**src/rtl/cpu_ctrl_pkg.sv**
```systemverilog
// Shared types, constants and decode helpers for the multi-cycle CPU control path.
package cpu_ctrl_pkg;

  typedef enum logic [3:0] {
    OP_ADD  = 4'b0000,
    OP_SUB  = 4'b0001,
    OP_AND  = 4'b0010,
    OP_OR   = 4'b0011,
    OP_ANDI = 4'b0100,
    OP_ORI  = 4'b0101,
    OP_XORI = 4'b0110,
    OP_SLLI = 4'b0111,
    OP_SRLI = 4'b1000,
    OP_BEQ  = 4'b1001,
    OP_BLT  = 4'b1010,
    OP_BGT  = 4'b1011,
    OP_LD   = 4'b1100,
    OP_ST   = 4'b1101,
    OP_JMP  = 4'b1110,
    OP_ADDI = 4'b1111
  } opcode_e;

  typedef enum logic [2:0] {
    FETCH  = 3'd0,
    DECODE = 3'd1,
    EXEC   = 3'd2,
    MEM    = 3'd3,
    WB     = 3'd4,
    HALT   = 3'd5,
    FAULT  = 3'd6
  } seq_state_t;

  typedef enum logic [1:0] {
    PC_INC = 2'b00,
    PC_BR  = 2'b01,
    PC_JMP = 2'b10
  } pc_src_t;

  localparam logic [3:0] ALU_SUB = 4'b0001;
  localparam logic [3:0] ALU_ADD = 4'b0000;

  function automatic logic is_branch(input logic [3:0] op);
    return (op == OP_BEQ) || (op == OP_BLT) || (op == OP_BGT);
  endfunction

  // Branches compare via subtraction; memory ops compute their address with an add.
  function automatic logic [3:0] dec_alu_op(input logic [3:0] op);
    logic [3:0] r;
    if ((op <= 4'b1000) || (op == OP_ADDI)) begin
      r = op;
    end else if (is_branch(op)) begin
      r = ALU_SUB;
    end else begin
      r = ALU_ADD;
    end
    return r;
  endfunction

  function automatic logic dec_uses_imm(input logic [3:0] op);
    return ((op >= OP_ANDI) && (op <= OP_SRLI)) || (op == OP_ADDI) ||
           (op == OP_LD) || (op == OP_ST);
  endfunction

  function automatic logic dec_is_rtype(input logic [3:0] op);
    return (op <= OP_OR);
  endfunction

  function automatic logic br_taken(input logic [3:0] op, input logic zero, input logic neg);
    logic t;
    case (op)
      OP_BEQ:  t = zero;
      OP_BLT:  t = neg;
      OP_BGT:  t = !zero && !neg;
      default: t = 1'b0;
    endcase
    return t;
  endfunction

endpackage

```
**src/rtl/mem_wait_timer.sv**
```systemverilog
// Counts cycles a memory access waits for ready; flags expiry on the last allowed cycle.
module mem_wait_timer #(
  parameter int WAIT_MAX = 16
) (
  input  logic clk,
  input  logic rst,
  input  logic clear,
  input  logic enable,
  input  logic ready,
  output logic expired
);

  localparam int CW = (WAIT_MAX > 2) ? $clog2(WAIT_MAX) : 1;
  localparam logic [CW-1:0] LAST = CW'(WAIT_MAX - 1);

  logic [CW-1:0] cnt_q;
  logic [CW-1:0] cnt_d;

  // Next count: restart on ready/clear/idle, otherwise advance up to LAST
  always_comb begin
    cnt_d = cnt_q;
    if (clear || !enable || ready) begin
      cnt_d = '0;
    end else if (cnt_q != LAST) begin
      cnt_d = cnt_q + CW'(1);
    end else begin
      cnt_d = cnt_q;
    end
  end

  // Count register
  always_ff @(posedge clk or posedge rst) begin
    if (rst) begin
      cnt_q <= '0;
    end else begin
      cnt_q <= cnt_d;
    end
  end

  assign expired = enable && !ready && (cnt_q == LAST);

endmodule

```
**src/rtl/multicycle_sequencer.sv**
```systemverilog
// FETCH/DECODE/EXEC/MEM/WB control FSM with memory timeout fault.
// Optional retired-instruction counter enabled by macro SEQ_PERF_CNT_EN.
module multicycle_sequencer
  import cpu_ctrl_pkg::*;
#(
  parameter int WAIT_MAX = 16,
  parameter int CNT_W    = 16
) (
  input  logic             clk,
  input  logic             rst,
  input  logic [3:0]       opcode,
  input  logic             Zero,
  input  logic             Negative,
  input  logic             imem_ready,
  input  logic             dmem_ready,
  input  logic             halt_req,
  output logic             ir_load,
  output logic             pc_load,
  output logic [1:0]       pc_src,
  output logic             i_mem_oe,
  output logic             rf_mux_sel,
  output logic             rf_write_en,
  output logic             alu_mux_sel,
  output logic [3:0]       alu_opcode,
  output logic             d_mem_rw_,
  output logic             d_mem_cs,
  output logic             data_out_mux,
  output logic             halted,
  output logic             fault,
  output logic [CNT_W-1:0] retired_cnt
);

  seq_state_t state_q, state_d;
  logic       fetch_first_q, fetch_first_d;
  logic       fault_q, fault_d;
  logic       expired_s, timer_en_s, timer_clr_s, retire_s, halt_entry_s;

  logic       ir_load_s, pc_load_s, i_mem_oe_s, rf_mux_sel_s, rf_write_en_s;
  logic       alu_mux_sel_s, d_mem_rw_s, d_mem_cs_s, data_out_mux_s, halted_s;
  pc_src_t    pc_src_s;
  logic [3:0] alu_opcode_s;

  assign halt_entry_s = (state_q == FETCH) && fetch_first_q && halt_req;
  assign timer_en_s   = ((state_q == FETCH) && !halt_entry_s) || (state_q == MEM);
  assign timer_clr_s  = (state_d != state_q);

  mem_wait_timer #(.WAIT_MAX(WAIT_MAX)) u_timer (
    .clk     (clk),
    .rst     (rst),
    .clear   (timer_clr_s),
    .enable  (timer_en_s),
    .ready   ((state_q == MEM) ? dmem_ready : imem_ready),
    .expired (expired_s)
  );

  // Next-state and Mealy control outputs
  always_comb begin
    state_d        = state_q;
    retire_s       = 1'b0;
    ir_load_s      = 1'b0;
    pc_load_s      = 1'b0;
    pc_src_s       = PC_INC;
    i_mem_oe_s     = 1'b0;
    rf_mux_sel_s   = 1'b1;
    rf_write_en_s  = 1'b0;
    alu_mux_sel_s  = 1'b0;
    alu_opcode_s   = 4'b0000;
    d_mem_rw_s     = 1'b0;
    d_mem_cs_s     = 1'b0;
    data_out_mux_s = 1'b1;
    halted_s       = 1'b0;

    case (state_q)
      FETCH: begin
        if (halt_entry_s) begin
          state_d = HALT;
        end else begin
          i_mem_oe_s = 1'b1;
          if (imem_ready) begin
            ir_load_s = 1'b1;
            state_d   = DECODE;
          end else if (expired_s) begin
            state_d = FAULT;
          end else begin
            state_d = FETCH;
          end
        end
      end
      HALT: begin
        halted_s = 1'b1;
        if (!halt_req) begin
          state_d = FETCH;
        end else begin
          state_d = HALT;
        end
      end
      DECODE: begin
        if (opcode == OP_JMP) begin
          pc_load_s = 1'b1;
          pc_src_s  = PC_JMP;
          retire_s  = 1'b1;
          state_d   = FETCH;
        end else begin
          state_d = EXEC;
        end
      end
      EXEC: begin
        if (is_branch(opcode)) begin
          pc_load_s = 1'b1;
          pc_src_s  = br_taken(opcode, Zero, Negative) ? PC_BR : PC_INC;
          retire_s  = 1'b1;
          state_d   = FETCH;
        end else if ((opcode == OP_LD) || (opcode == OP_ST)) begin
          state_d = MEM;
        end else begin
          state_d = WB;
        end
      end
      MEM: begin
        d_mem_cs_s = 1'b1;
        d_mem_rw_s = (opcode == OP_LD);
        if (dmem_ready) begin
          if (opcode == OP_LD) begin
            state_d = WB;
          end else begin
            pc_load_s = 1'b1;
            pc_src_s  = PC_INC;
            retire_s  = 1'b1;
            state_d   = FETCH;
          end
        end else if (expired_s) begin
          state_d = FAULT;
        end else begin
          state_d = MEM;
        end
      end
      WB: begin
        rf_write_en_s = 1'b1;
        pc_load_s     = 1'b1;
        pc_src_s      = PC_INC;
        retire_s      = 1'b1;
        state_d       = FETCH;
      end
      FAULT: begin
        state_d = FAULT;
      end
      default: begin
        state_d = FAULT;
      end
    endcase

    // Decode fields stay stable for the whole instruction after IR capture
    if ((state_q == DECODE) || (state_q == EXEC) || (state_q == MEM) || (state_q == WB)) begin
      alu_opcode_s   = dec_alu_op(opcode);
      alu_mux_sel_s  = dec_uses_imm(opcode);
      rf_mux_sel_s   = dec_is_rtype(opcode);
      data_out_mux_s = (opcode != OP_LD);
    end else begin
      alu_opcode_s   = 4'b0000;
      alu_mux_sel_s  = 1'b0;
      rf_mux_sel_s   = 1'b1;
      data_out_mux_s = 1'b1;
    end
  end

  // Fetch-entry flag and sticky fault next values
  always_comb begin
    fetch_first_d = (state_d == FETCH) && (state_q != FETCH);
    fault_d       = fault_q || (state_d == FAULT);
  end

  // State, fetch-entry and fault registers
  always_ff @(posedge clk or posedge rst) begin
    if (rst) begin
      state_q       <= FETCH;
      fetch_first_q <= 1'b1;
      fault_q       <= 1'b0;
    end else begin
      state_q       <= state_d;
      fetch_first_q <= fetch_first_d;
      fault_q       <= fault_d;
    end
  end

  // Reset forces controls to their idle values without waiting for a clock
  always_comb begin
    if (rst) begin
      ir_load      = 1'b0;
      pc_load      = 1'b0;
      pc_src       = 2'b00;
      i_mem_oe     = 1'b0;
      rf_mux_sel   = 1'b1;
      rf_write_en  = 1'b0;
      alu_mux_sel  = 1'b0;
      alu_opcode   = 4'b0000;
      d_mem_rw_    = 1'b0;
      d_mem_cs     = 1'b0;
      data_out_mux = 1'b1;
      halted       = 1'b0;
    end else begin
      ir_load      = ir_load_s;
      pc_load      = pc_load_s;
      pc_src       = pc_src_s;
      i_mem_oe     = i_mem_oe_s;
      rf_mux_sel   = rf_mux_sel_s;
      rf_write_en  = rf_write_en_s;
      alu_mux_sel  = alu_mux_sel_s;
      alu_opcode   = alu_opcode_s;
      d_mem_rw_    = d_mem_rw_s;
      d_mem_cs     = d_mem_cs_s;
      data_out_mux = data_out_mux_s;
      halted       = halted_s;
    end
  end

  assign fault = fault_q;

`ifdef SEQ_PERF_CNT_EN
  logic [CNT_W-1:0] cnt_q, cnt_d;

  // Saturating retire count
  always_comb begin
    if (retire_s && (cnt_q != {CNT_W{1'b1}})) begin
      cnt_d = cnt_q + CNT_W'(1);
    end else begin
      cnt_d = cnt_q;
    end
  end

  // Retire counter register
  always_ff @(posedge clk or posedge rst) begin
    if (rst) begin
      cnt_q <= '0;
    end else begin
      cnt_q <= cnt_d;
    end
  end

  assign retired_cnt = cnt_q;
`else
  logic unused_retire_s;
  assign unused_retire_s = retire_s;
  assign retired_cnt     = '0;
`endif

endmodule
```
**config.mk**
```make
export PLATFORM = sky130hd
export DESIGN_NAME = multicycle_sequencer
export DESIGN_NICKNAME = d
export VERILOG_FILES = /design/src/rtl/cpu_ctrl_pkg.sv /design/src/rtl/mem_wait_timer.sv /design/src/rtl/multicycle_sequencer.sv
export SDC_FILE = /design/constraint.sdc
export NUM_CORES = 1
export LEC_CHECK = 0
export ABC_CLOCK_PERIOD_IN_PS = 9100
export BUFFER_PORTS_ARGS = -buffer_cell sky130_fd_sc_hd__buf_2
export CAP_MARGIN = 20
export CORE_ASPECT_RATIO = 0.7
export CORE_UTILIZATION = 30
export CTS_CLUSTER_DIAMETER = 100
export DETAILED_ROUTE_END_ITERATION = 8
export GPL_TIMING_DRIVEN = 0
export PLACE_DENSITY = 0.6
export SETUP_SLACK_MARGIN = 0.1
export SLEW_MARGIN = 20
export SYNTH_ARGS = -nofsm -noshare
export SYNTH_HDL_FRONTEND = slang
export SYNTH_HIERARCHICAL = 1
export SYNTH_SLANG_ARGS = --single-unit
```
**constraint.sdc**
```tcl
create_clock -name clk -period 9.1 [get_ports clk]
set_input_delay 0.455 -clock clk [delete_from_list [all_inputs] [get_ports clk]]
set_output_delay 0.455 -clock clk [all_outputs]
set_load 0.005 [all_outputs]
```
Word-level counts from Yosys, hierarchy flattened --
Index checks and enable logic that the tools add are counted.
Storage, ports and cells: bits in registers 9, input port bits 11, output and inout port bits 33, logic and storage cells 109
Cells by class: add/subtract/negate cells 1, order comparisons 3, equal/unequal tests 17, mux-type cells 53, reductions and logical operators 31
Operator list (number):
- 4-bit equality test (second input constant) | 8
- 1-bit 2-to-1 mux | 32
- 3-bit 2-to-1 mux | 9
- 4-bit 2-to-1 mux | 5
- 3-bit case mux with 6 select lines | 1
- 1-bit logical OR | 14
- 3-bit equality test (second input constant) | 3
- 1-bit logical AND | 8
- 4-bit != test (second input constant) | 2
- 3-bit by 2-bit equality test with 1-bit output (second input constant) | 2
- 3-bit zero test | 2
- 2-bit 2-to-1 mux | 3
- 1-bit zero test | 5
- 4-bit by 1-bit adder with 4-bit output (second input constant) | 1
- 4-bit by 3-bit greater-or-equal comparator with 1-bit output (second input constant) | 1
- 4-bit by 2-bit less-or-equal comparator with 1-bit output (second input constant) | 1
- 4-bit less-or-equal comparator (second input constant) | 1
- 1-bit case mux with 4 select lines | 1
- 2-bit case mux with 2 select lines | 1
- 3-bit by 1-bit equality test with 1-bit output (second input constant) | 1
- 3-bit != test | 1
- 1-bit case mux with 3 select lines | 1
- 3-bit nonzero test | 1
- 2-bit nonzero test | 1

Depth between registers and ports, before layout --
depth in word-level cells 16, gate-level depth with buffers 12, gate-level depth less buffers 10

By module --
The synthesis kept the hierarchy.
By module, submodules not included:
- multicycle_sequencer | times used 1, cells an instance 124, area each 854.6 µm², seq. area each 126.4 µm²
- mem_wait_timer | times used 1, cells an instance 21, area each 206.4 µm², seq. area each 100.1 µm²

Worst setup path after synthesis --
No wires, ideal clock.
path type reg-to-reg, from register state_q[0], to register u_timer.cnt_q[3], library setup time 86 ps, data arrival time 2763 ps, required time 9014 ps, slack 6252 ps, stages on the path, launching flop included 12, buffers on the path 2, period minus slack after synthesis 2848 ps, cells stage by stage dfrtp_1 -> buf_2 -> clkbuf_1 -> nor2b_1 -> nand2_1 -> mux2_2 -> nor3b_1 -> a32oi_1 -> o221ai_2 -> a32oi_1 -> or3b_4 -> nor3_1
On the way: cells in the longest elaborated chain, start to end 16, elaborated cells between the ends (all ways) 27, those cells by class eq/ne (6); mux (8); reduce/logical (13)
RTL lines:
- from (decl) | RTL line multicycle_sequencer.sv:33 | seq_state_t state_q, state_d;
- from (signal assigned) | RTL line multicycle_sequencer.sv:179 | state_q <= state_d;
- 3-bit zero test | RTL line multicycle_sequencer.sv:43, multicycle_sequencer.sv:44
- 1-bit logical AND (2 in series) | RTL line multicycle_sequencer.sv:43 | assign halt_entry_s = (state_q == FETCH) && fetch_first_q && halt_req;
- 1-bit zero test | RTL line multicycle_sequencer.sv:44 | assign timer_en_s = ((state_q == FETCH) && !halt_entry_s) || (state_q == MEM);
- 1-bit logical AND | RTL line multicycle_sequencer.sv:44
- 1-bit logical OR | RTL line multicycle_sequencer.sv:44
- 1-bit logical AND (*) (2 in series) | RTL line mem_wait_timer.sv:40 | assign expired = enable && !ready && (cnt_q == LAST);
- named net expired_s | RTL line multicycle_sequencer.sv:36 | logic expired_s, timer_en_s, timer_clr_s, retire_s, halt_entry_s;
- 3-bit 2-to-1 mux | RTL line multicycle_sequencer.sv:82 | end else if (expired_s) begin
- 3-bit 2-to-1 mux | RTL line multicycle_sequencer.sv:79 | if (imem_ready) begin
- 3-bit 2-to-1 mux | RTL line multicycle_sequencer.sv:75 | if (halt_entry_s) begin
- 3-bit case mux with 6 select lines (*) | RTL line multicycle_sequencer.sv:73 | case (state_q)
- named net state_d[2] | RTL line multicycle_sequencer.sv:33
- 3-bit != test (*) | RTL line multicycle_sequencer.sv:45 | assign timer_clr_s = (state_d != state_q);
- named net timer_clr_s | RTL line multicycle_sequencer.sv:36
- 1-bit logical OR (*) (2 in series) | RTL line mem_wait_timer.sv:22 | if (clear || !enable || ready) begin
- 4-bit 2-to-1 mux or 2-bit nonzero test (tied branches)
- to (signal assigned) | RTL line mem_wait_timer.sv:36 | cnt_q <= cnt_d;
- to (decl) | RTL line mem_wait_timer.sv:16 | logic [CW-1:0] cnt_q;
Mark *: on every way through the listed nets, which the timed path passes. The rest lies on a longest branch. A chain may end at the register's enable or synchronous reset.

Worst setup path in the final report --
from register state_q[0], to register u_timer.cnt_q[2]
The elaborated chain is that of the path after synthesis.

==> results_dict.tcl <==
set metrics [dict create \
    final_cell_mix "buf_2, nand2_1, buf_4, conb_1, nor2_1" \
    grt_pass1_vias 995 \
    crit_type "register to register" \
    antenna_cells 0 \
    via_count 1065 \
    rows 17 \
    synth_top_family_by_area "simple AND/OR/NAND/NOR gates" \
    grt_max_degree 11 \
    synthAdderAreaFrac 0.0118 \
    htreeDepth 1 \
    yosys.area_share.xor_xnor 0.0165 \
    crit_path_max_fanout 10 \
    max_clock_freq_mhz 289 \
    dieWidth_um 73.1 \
    area_delta_synth_final_pct 27.5 \
    fin_cells 237 \
    finalHoldViolations 0 \
    maxCapViolations 0 \
    wl_per_cell_um 10.9 \
    critPathArrivalTime_ns 3.60 \
    p_leak_nw 0.696 \
    io_pins 44 \
    ant_nets 0 \
    gp_congestion 0.913 \
    grt_overflow 0 \
    grt_pass1_wl_um 4370 \
    first_pass_iters 4 \
    clk_pin_slew_ns 0.05 \
    rsz0062_at_grt "false" \
    outcome "complete, no violations" \
    path_cells "buf_2, clkbuf_1, nor2b_1, nand2_1, mux2_2, nor3b_1, a32oi_1, o221ai_2, a32oi_1, or3b_4, nor3_1" \
    crit_top_cell "a32oi_1" \
    coreArea_sq_um 3250 \
    die-area_sq_um 3780 \
    p_per_area_nw_per_um2 194 \
    layout_worst_path_cycle_share 0.380 \
    antenna_found_initial 0 \
    max_slew.worst_pin.slew_ns 0.719 \
    synth_simple_gate_area_frac 0.346 \
    synth_flop_cell "dfrtp_1" \
    final_common_cell "buf_2" \
    synth_compound_area_frac 0.190 \
    syn_inst 145 \
    first_iter_violations 70 \
    cts.path.max_buffers 2 \
    drcViolationCount 0 \
    yosysUniqueCellTypes 42 \
    cts_tree "done" \
    max_stage_delay_ns 0.49 \
    cts_hold_buf 0 \
    fin_crit_ns 3.46 \
    cp_slowest_cell "nor3b_1" \
    dp_hpwl_um 2080 \
    setup_viol 0 \
    synth-edff-count 0 \
    ctsResizeCount 0 \
    cp.required_ns 9.24 \
    worstHoldPathType "primary input to async pin" \
    synth.ff_latch_count 9 \
    worst_skew_pair.late_latency_ns 0.23 \
    wl_um 2580 \
    slew_viol_final 0 \
    ys_seq_area_frac 0.213 \
    async_flop_share 1.00 \
    cts_sinks 9 \
    yosysWarnings 6 \
    peakVddDrop_v 0.000104 \
    slew_headroom 0.517 \
    placed_cells 233 \
    drive_above_1_share 0.321 \
    io_buffers 26 \
    root_buffer "clkbuf_8" \
    critPathLaunchType "register" \
    die_height_um 51.8 \
    nets 203 \
    postCtsSetupBuffers 0 \
    syn_area_sq_um 1060 \
    track_usage 0.148 \
    timing.critical_path.to_type "register" \
    synth_mux_area_frac 0.0401 \
    start_util 0.326 \
    vias_per_cell 4.49 \
    skew_ns 0.00237 \
    fill_cells 340 \
    tns_ns 0 \
    cts-buffers-inserted 3 \
    avgSynthCellArea_sq_um 7.32 \
]
-- metal layers --
layer / GRT usage / wire [um] / vias to the layer above
li1: - / - / 566
met1: 0.219 / 1420 / 470
met2: 0.218 / 1030 / 27
met3: 0.0329 / 122 / 2
met4: 0.0294 / 8 / 0
met5: 0 / 0 / -
-- stage by stage --
step                hold slack (ns)  area (sq um)  setup WS [ns]  utilization  power, mW
floorplan                     0.221          1120           6.25            -      0.174
global placement              0.408          1310           5.71        0.401      0.216
detailed placement            0.411          1310           5.70        0.401      0.214
CTS                           0.165          1350           5.66        0.416      0.261
global route                  0.176          1350           5.36        0.416      0.286
finish                        0.165          1350           5.64        0.416      0.262
-- report_power, final --
group | internal [mW] | switching [mW] | total [mW]
sequential | 0.0518 | 0.00786 | 0.0597
clock | 0.0298 | 0.0158 | 0.0456
combinational | 0.0678 | 0.0890 | 0.157
total | 0.149 | 0.113 | 0.262
-- worst paths after layout --
kind / from / end / slack (ns) / cells past startpoint
max: state_q[0] / u_timer/cnt_q[2] / 5.64 / 11
min: rst / u_timer/cnt_q[2] / 0.17 / 2
max reg2reg: state_q[0] / u_timer/cnt_q[2] / 5.64 / 11
min reg2reg: fault / fault / 0.48 / 1
max in group asynchronous: rst / fetch_first_q / 8.60 / 2
min in group clk: fault / fault / 0.48 / 1
-- critical path: cells and delay by family, from the launching register on --
kind,cells,cell delay (ns)
DFF,1,0.37
AOI/OAI and AO/OA,3,0.69
and+or+nand+nor,5,1.45
buffers and inverters,2,0.56
muxes,1,0.30
-- registers in the layout (all words and copies together), names as in the netlist --
name,flops
u_timer/cnt_q,4
state_q,3
fetch_first_q,1
fault,1
-- layout make-up --
cell class,instances,area (sq um),area share
tap,47,58.8,0.0435
inverter,6,22.5,0.0167
timing repair buffer,26,130,0.0962
sequential,9,226,0.167
clock buffer,3,41.3,0.0305
clock inverter,1,5.00,0.00370
buffer,25,168,0.124
multi-input combinational,120,701,0.518
-- synthesized netlist by cell type, drive strengths merged (3+ instances only) --
cell type,number,area [sq um]
a21oi,4,20.0
buf,22,156
nand3,4,20.0
dfrtp,8,200
inv,6,22.5
o21ai,6,37.5
clkbuf,3,11.3
a211oi,3,22.5
and3,5,31.3
nor3,8,40.0
nor2,12,45.0
or3,3,18.8
nand2b,5,31.3
nor2b,5,31.3
nand2,20,75.1
-- cell families after synthesis --
| logic type | Yosys count |
|---|---|
| AND/OR/NAND/NOR | 71 |
| buffers and inverters | 31 |
| AO/OA/AOI/OAI | 26 |
| flip-flops | 9 |
| multiplexers | 4 |
| XOR/XNOR | 2 |
| adder cells (fa/ha/maj) | 1 |
| other | 1 |
Power figures use the tool's default switching activity.
